--- config.mk ---
export PLATFORM = sky130hd
export DESIGN_NAME = pipe_hazard_ctrl
export DESIGN_NICKNAME = d
export VERILOG_FILES = /design/src/rtl/pipe_hazard_ctrl.sv
export SDC_FILE = /design/constraint.sdc
export NUM_CORES = 1
export LEC_CHECK = 0
export CORE_AREA = 2 2 79 96
export DETAILED_ROUTE_END_ITERATION = 7
export DIE_AREA = 0 0 81 98
export PLACE_DENSITY = 0.79
export SYNTH_ARGS = -nofsm -noshare
export SYNTH_HDL_FRONTEND = slang
export SYNTH_SLANG_ARGS = --single-unit
export TNS_END_PERCENT = 10
--- constraint.sdc ---
create_clock -name CLK -period 2.3 [get_ports CLK]
set_input_delay 0.46 -clock CLK [delete_from_list [all_inputs] [get_ports CLK]]
set_output_delay 0.46 -clock CLK [all_outputs]
set_load 0.1 [all_outputs]
--- src/rtl/pipe_hazard_ctrl.sv ---
// Purpose: hazard detection and forwarding control for a 5-stage in-order pipeline.
//          It keeps shadow EX/MEM/WB copies of each instruction's register usage.
// Latency: every control output is combinational from shadow state and inputs;
//          the perf counters update on the clock edge after the event.
// Backpressure: mem_ready low on a MEM access freezes the whole pipeline. During a
//          freeze the shadow stages hold and stall/flush requests are held off.
//
// Ports:
//   CLK, RESET_N                      clock, asynchronous active-low reset
//   id_*                              instruction currently in ID (sources, dest, control)
//   ex_branch_taken                   EX resolved a taken branch/jump
//   mem_ready                         data memory completes its access this cycle
//   stall_pc, stall_ifid              hold PC and IF/ID (load-use interlock)
//   flush_ifid, flush_idex            squash IF/ID and ID/EX on the next edge
//   freeze_all                        hold every pipeline register
//   fwd_a, fwd_b                      EX operand select: 00 regbank, 01 MEM/WB, 10 EX/MEM
//   id_byp_a, id_byp_b                ID register read takes WB write data
//   perf_stalls, perf_flushes         saturating event counters
module pipe_hazard_ctrl #(
    parameter int REG_ADDR_W = 5,
    parameter int FORWARDING = 1,
    parameter int CNT_W      = 16
) (
    input  logic                  CLK,
    input  logic                  RESET_N,
    input  logic                  id_valid,
    input  logic [REG_ADDR_W-1:0] id_rs1,
    input  logic [REG_ADDR_W-1:0] id_rs2,
    input  logic                  id_use_rs1,
    input  logic                  id_use_rs2,
    input  logic [REG_ADDR_W-1:0] id_rd,
    input  logic                  id_regwrite,
    input  logic                  id_memread,
    input  logic                  id_memwrite,
    input  logic                  ex_branch_taken,
    input  logic                  mem_ready,
    output logic                  stall_pc,
    output logic                  stall_ifid,
    output logic                  flush_ifid,
    output logic                  flush_idex,
    output logic                  freeze_all,
    output logic [1:0]            fwd_a,
    output logic [1:0]            fwd_b,
    output logic                  id_byp_a,
    output logic                  id_byp_b,
    output logic [CNT_W-1:0]      perf_stalls,
    output logic [CNT_W-1:0]      perf_flushes
);

    typedef struct packed {
        logic                  valid;
        logic [REG_ADDR_W-1:0] rs1;
        logic [REG_ADDR_W-1:0] rs2;
        logic                  use1;
        logic                  use2;
        logic [REG_ADDR_W-1:0] rd;
        logic                  regwrite;
        logic                  memread;
        logic                  memop;
    } ex_stage_t;

    typedef struct packed {
        logic                  valid;
        logic [REG_ADDR_W-1:0] rd;
        logic                  regwrite;
        logic                  memread;
        logic                  memop;
    } mem_stage_t;

    typedef struct packed {
        logic                  valid;
        logic [REG_ADDR_W-1:0] rd;
        logic                  regwrite;
    } wb_stage_t;

    localparam bit FWD_EN = (FORWARDING != 0);

    ex_stage_t  ex_q;
    mem_stage_t mem_q;
    wb_stage_t  wb_q;

    // A stage produces src when it is a live register write to a non-zero index.
    // x0 is hardwired, so it never creates a dependency.
    function automatic logic writes_reg(
        input logic                  vld,
        input logic                  rw,
        input logic [REG_ADDR_W-1:0] rd,
        input logic [REG_ADDR_W-1:0] src
    );
        return vld & rw & (rd != '0) & (rd == src);
    endfunction

    logic       mem_wait;
    logic       ex_ld_hit;
    logic       any_hit1;
    logic       any_hit2;
    logic       load_use;
    logic       stall_evt;
    logic       flush_evt;
    logic [1:0] fwd_a_raw;
    logic [1:0] fwd_b_raw;

    assign mem_wait = mem_q.valid & mem_q.memop & ~mem_ready;

    // With forwarding, only a load still in EX cannot be bypassed in time.
    assign ex_ld_hit = ex_q.valid & ex_q.memread & (ex_q.rd != '0) &
                       ((id_use_rs1 & (ex_q.rd == id_rs1)) |
                        (id_use_rs2 & (ex_q.rd == id_rs2)));

    // Without forwarding, any in-flight producer blocks ID until it has left WB.
    assign any_hit1 = writes_reg(ex_q.valid,  ex_q.regwrite,  ex_q.rd,  id_rs1) |
                      writes_reg(mem_q.valid, mem_q.regwrite, mem_q.rd, id_rs1) |
                      writes_reg(wb_q.valid,  wb_q.regwrite,  wb_q.rd,  id_rs1);
    assign any_hit2 = writes_reg(ex_q.valid,  ex_q.regwrite,  ex_q.rd,  id_rs2) |
                      writes_reg(mem_q.valid, mem_q.regwrite, mem_q.rd, id_rs2) |
                      writes_reg(wb_q.valid,  wb_q.regwrite,  wb_q.rd,  id_rs2);

    assign load_use = FWD_EN ? ex_ld_hit
                             : ((id_use_rs1 & any_hit1) | (id_use_rs2 & any_hit2));

    // EX/MEM is younger than MEM/WB, so it takes priority.
    always_comb begin
        fwd_a_raw = 2'b00;
        if (ex_q.use1 && writes_reg(mem_q.valid, mem_q.regwrite, mem_q.rd, ex_q.rs1))
            fwd_a_raw = 2'b10;
        else if (ex_q.use1 && writes_reg(wb_q.valid, wb_q.regwrite, wb_q.rd, ex_q.rs1))
            fwd_a_raw = 2'b01;
    end

    always_comb begin
        fwd_b_raw = 2'b00;
        if (ex_q.use2 && writes_reg(mem_q.valid, mem_q.regwrite, mem_q.rd, ex_q.rs2))
            fwd_b_raw = 2'b10;
        else if (ex_q.use2 && writes_reg(wb_q.valid, wb_q.regwrite, wb_q.rd, ex_q.rs2))
            fwd_b_raw = 2'b01;
    end

    // Outputs are gated by RESET_N so that an input such as ex_branch_taken
    // cannot leak a request out while the block is held in reset.
    assign freeze_all = RESET_N & mem_wait;
    assign flush_ifid = RESET_N & ~mem_wait & ex_branch_taken;
    assign flush_idex = RESET_N & ~mem_wait & ex_branch_taken;
    // A taken branch squashes the ID instruction, so its interlock is moot.
    assign stall_pc   = RESET_N & ~mem_wait & ~ex_branch_taken & load_use;
    assign stall_ifid = RESET_N & ~mem_wait & ~ex_branch_taken & load_use;

    assign fwd_a    = (FWD_EN && RESET_N) ? fwd_a_raw : 2'b00;
    assign fwd_b    = (FWD_EN && RESET_N) ? fwd_b_raw : 2'b00;
    assign id_byp_a = FWD_EN & RESET_N & id_use_rs1 &
                      writes_reg(wb_q.valid, wb_q.regwrite, wb_q.rd, id_rs1);
    assign id_byp_b = FWD_EN & RESET_N & id_use_rs2 &
                      writes_reg(wb_q.valid, wb_q.regwrite, wb_q.rd, id_rs2);

    // A stall cycle is one that actually holds the front end. A load-use that
    // a concurrent taken branch overrides costs nothing and is not counted.
    assign stall_evt = mem_wait | (load_use & ~ex_branch_taken);
    assign flush_evt = ~mem_wait & ex_branch_taken;

    // The MEM-stage load flag rides along for debug visibility. The wait logic
    // keys on memop (load or store), so nothing here consumes it.
    logic unused_mem_memread;
    assign unused_mem_memread = mem_q.memread;

    always_ff @(posedge CLK or negedge RESET_N) begin
        if (!RESET_N) begin
            ex_q  <= '0;
            mem_q <= '0;
            wb_q  <= '0;
        end else if (!mem_wait) begin
            wb_q.valid     <= mem_q.valid;
            wb_q.rd        <= mem_q.rd;
            wb_q.regwrite  <= mem_q.regwrite;

            mem_q.valid    <= ex_q.valid;
            mem_q.rd       <= ex_q.rd;
            mem_q.regwrite <= ex_q.regwrite;
            mem_q.memread  <= ex_q.memread;
            mem_q.memop    <= ex_q.memop;

            // A bubble keeps the ID fields but is never valid, so it matches nothing.
            ex_q.valid     <= id_valid & ~load_use & ~ex_branch_taken;
            ex_q.rs1       <= id_rs1;
            ex_q.rs2       <= id_rs2;
            ex_q.use1      <= id_use_rs1;
            ex_q.use2      <= id_use_rs2;
            ex_q.rd        <= id_rd;
            ex_q.regwrite  <= id_regwrite;
            ex_q.memread   <= id_memread;
            ex_q.memop     <= id_memread | id_memwrite;
        end
    end

    always_ff @(posedge CLK or negedge RESET_N) begin
        if (!RESET_N) begin
            perf_stalls  <= '0;
            perf_flushes <= '0;
        end else begin
            if (stall_evt && (perf_stalls != '1))
                perf_stalls <= perf_stalls + CNT_W'(1);
            if (flush_evt && (perf_flushes != '1))
                perf_flushes <= perf_flushes + CNT_W'(1);
        end
    end

endmodule

==> key figures <==
STA
  • Max_slew headroom: 0.714
  • FMAX: 394 MHz
  • Final worst path period share: 1.10
  • Setup violators final: 8
  • Final hold violation count: 0
  • Max Slew Vio Count: 0
  • Setup Skew: 0.00853 ns
  • Final critical-path setup slack: -0.237 ns
  • Worst-Margin Slew: 0.429 ns
  • RSZ-0062 raised after global routing: true
  • Fin crit period: 2.54 ns
  • Hold_ws: 0.132 ns

Power and ir drop
  • Worst vdd ir: 0.000847 V
  • Total power: 4.14 mW
  • Leakage: 2.11 nW
  • Power per standard cell area: about 880 nW/um2

Status
  • Failing checks: setup timing
  • Status: finished with violations

Global routing
  • GRT overflow: 0
  • Largest net degree at the start of global routing: 34
  • First-pass GRT wire length: 13.1 mm
  • Initial antenna violation count: 0
  • GRT Resource Usage Total: 0.214
  • Vias in the first global route: ~2700

Floorplanning
  • Initial core utilization: 0.480
  • Chip height: 98 um
  • Die X: 81 um
  • Std cell rows: 34
  • Io pins: 68
  • Core ar.: between 7000 and 8000 um2
  • Die area: 7940 um2

Placement
  • Port Buffers: 67
  • Pre-CTS WS: -0.342 ns
  • Final GP Congestion: between 0.9 and 1
  • Dpl hpwl: 5.88 mm

Final layout
  • # fillers: 573
  • Layout area overhead: 38.8%
  • Commonest cells after routing, fill and taps aside: dfrtp_1 (63), buf_4 (61), xnor2_1 (47)
  • Final #Nets: 419
  • Layout cell share with drive strength beyond 1: 0.380
  • Commonest non-fill, non-tap cell in the layout: dfrtp_1
  • Ant diodes: 0

Clocking
  • Num CTS Buffers: 9
  • Worst-Skew Late Latency: 0.33 ns
  • Clock net sink count: 68
  • Clock Root Buffer: clkbuf_8
  • Max H-tree Level: 3
  • Clock Path Buffers: 2
  • CTS tree: done
  • Clk pin slew, worst setup/hold paths: 0.08 ns

Route
  • Initial DRT Pass Iterations: 4
  • Wire length per cell: about 16 um
  • Iteration-0 DRC count of the detailed router: 64
  • Antenna Nets Post-Route: 0
  • Routed via count: 2544
  • Drc violations: 0
  • Wirelength, routed: 7.84 mm
  • Vias per cell: 5.22

Setup path
  • Crit start category: flop
  • Critical Path RT: 1.84 ns
  • Crit Path Category: flop to primary output
  • CP max FO: 4
  • Crit path DAT: 2.08 ns
  • CP endpoint kind: primary output

Synthesis
  • Yosys cell types: 33
  • Synth warn: 0
  • Mapped Cells: 297
  • Sequential share of the synthesized area: 0.502
  • Synth Net Count: ~320
  • Synth top area cells: dfrtp_1 (50%), xnor2_1 (13%), mux2_2 (11%)
  • Mean Syn Cell Area: 11.4 um2
  • Dominant cell type by area after synthesis: dfrtp_1
  • Post-synthesis register bit count: 68
  • Share of the synthesized area in the top cell type: 0.502
  • Cell Area, Synth: 3390 um2

Flow run
  • Max cap viols: 0

Min path
  • Hold Path Class: primary input to async pin
## stage by stage
stage / utilization / TNS, ns / std cells / instance area [um2]
detailed placement: 0.625 / -3.85 / 468 / 4420
floorplan: - / -4.15 / 297 / 3470
global placement: 0.625 / -3.50 / 468 / 4420
global route: 0.667 / -1.81 / 487 / 4710
CTS: 0.664 / -1.45 / 487 / 4690
finish: 0.667 / -1.20 / 487 / 4710
## where the power goes
part	total, mW	internal (mW)	switching [mW]
registers	1.61	1.37	0.244
clock network	0.991	0.530	0.460
logic	1.54	0.492	1.05
total	4.14	2.39	1.75
## layer usage
layer	up-vias	global-route usage	share of wire
li1	1216	-	-
met1	1271	0.261	0.41
met2	48	0.372	0.54
met3	9	0.0397	0.034
met4	0	0.0795	0.017
met5	-	0	0
## final cells by class
class | instances | area, um2 | share of cell area
Multi-Input combinational cell | 210 | 1730 | 0.368
Sequential cell | 68 | 1710 | 0.363
Timing Repair Buffer | 99 | 940 | 0.200
Clock buffer | 10 | 138 | 0.0292
Tap cell | 90 | 113 | 0.0239
Clock inverter | 6 | 62.6 | 0.0133
Inverter | 4 | 15.0 | 0.00319
## worst max-delay path, cell delays in order, from the launching register on
cell and delay (ns):
dfrtp_2 0.45, or4_4 0.55, o211ai_1 0.26, nor2_1 0.11, nor3_4 0.16, buf_12 0.20
## cells by family after synthesis
group | Yosys count | synth area share
AND/OR/NAND/NOR | 98 | 0.158
XOR/XNOR | 69 | 0.178
flip-flops | 68 | 0.502
multiplexers | 33 | 0.110
buffers and inverters | 19 | 0.0254
AO/OA/AOI/OAI | 8 | 0.0203
adder cells (fa/ha/maj) | 2 | 0.00738
## synthesized netlist by cell type
cell and number:
or4_1 3, xor2_1 19, a21oi_1 1, nand4b_1 2, nand2_1 23, a41oi_2 1, nor3_4 1, nor2_2 1
nor3_1 8, o211ai_1 1, buf_6 1, nand4_1 18, and4_1 3, clkbuf_1 11, ha_1 2, and2_1 2
mux2_2 33, nor2_1 9, o22ai_1 1, a21boi_2 1, nor4_1 4, inv_1 4, nand3_1 13, o31a_1 1
o2111ai_1 1, nand3b_1 1, dfrtp_1 68, nand2b_1 1, xnor2_1 50, o21ai_0 1, and3_1 9, buf_1 1
buf_4 2
## final timing paths
check | from | to | slack (ns) | depth (start not counted)
worst max-delay path | mem_q[4] | fwd_b[0] | -0.24 | 5
worst min register to register | ex_q[0] | mem_q[0] | 0.48 | 1
worst min-delay path | RESET_N | mem_q[0] | 0.13 | 2
worst max register to register | ex_q[4] | perf_stalls[13] | 0.19 | 8
max in group asynchronous | RESET_N | ex_q[7] | 1.51 | 2
min in group CLK | mem_ready | wb_q[6] | 0.39 | 2
## timing repair
| item | 4_1_cts | 5_1_grt |
|---|---|---|
| hold buffers | 1 | 0 |
| endpoints found under the setup margin | 10 | 10 |
| hold endpoints to repair | 4 | 0 |
| setup buffers | 2 | 0 |
| pin swaps | 8 | 2 |
| resized for setup | 25 | 5 |
## flip-flops by register name, indices dropped and copies added (netlist names)
signal and flops:
perf_flushes 16, wb_q 7, mem_q 8, perf_stalls 16, ex_q 21
Note: power is estimated with default switching activity, not from simulation.
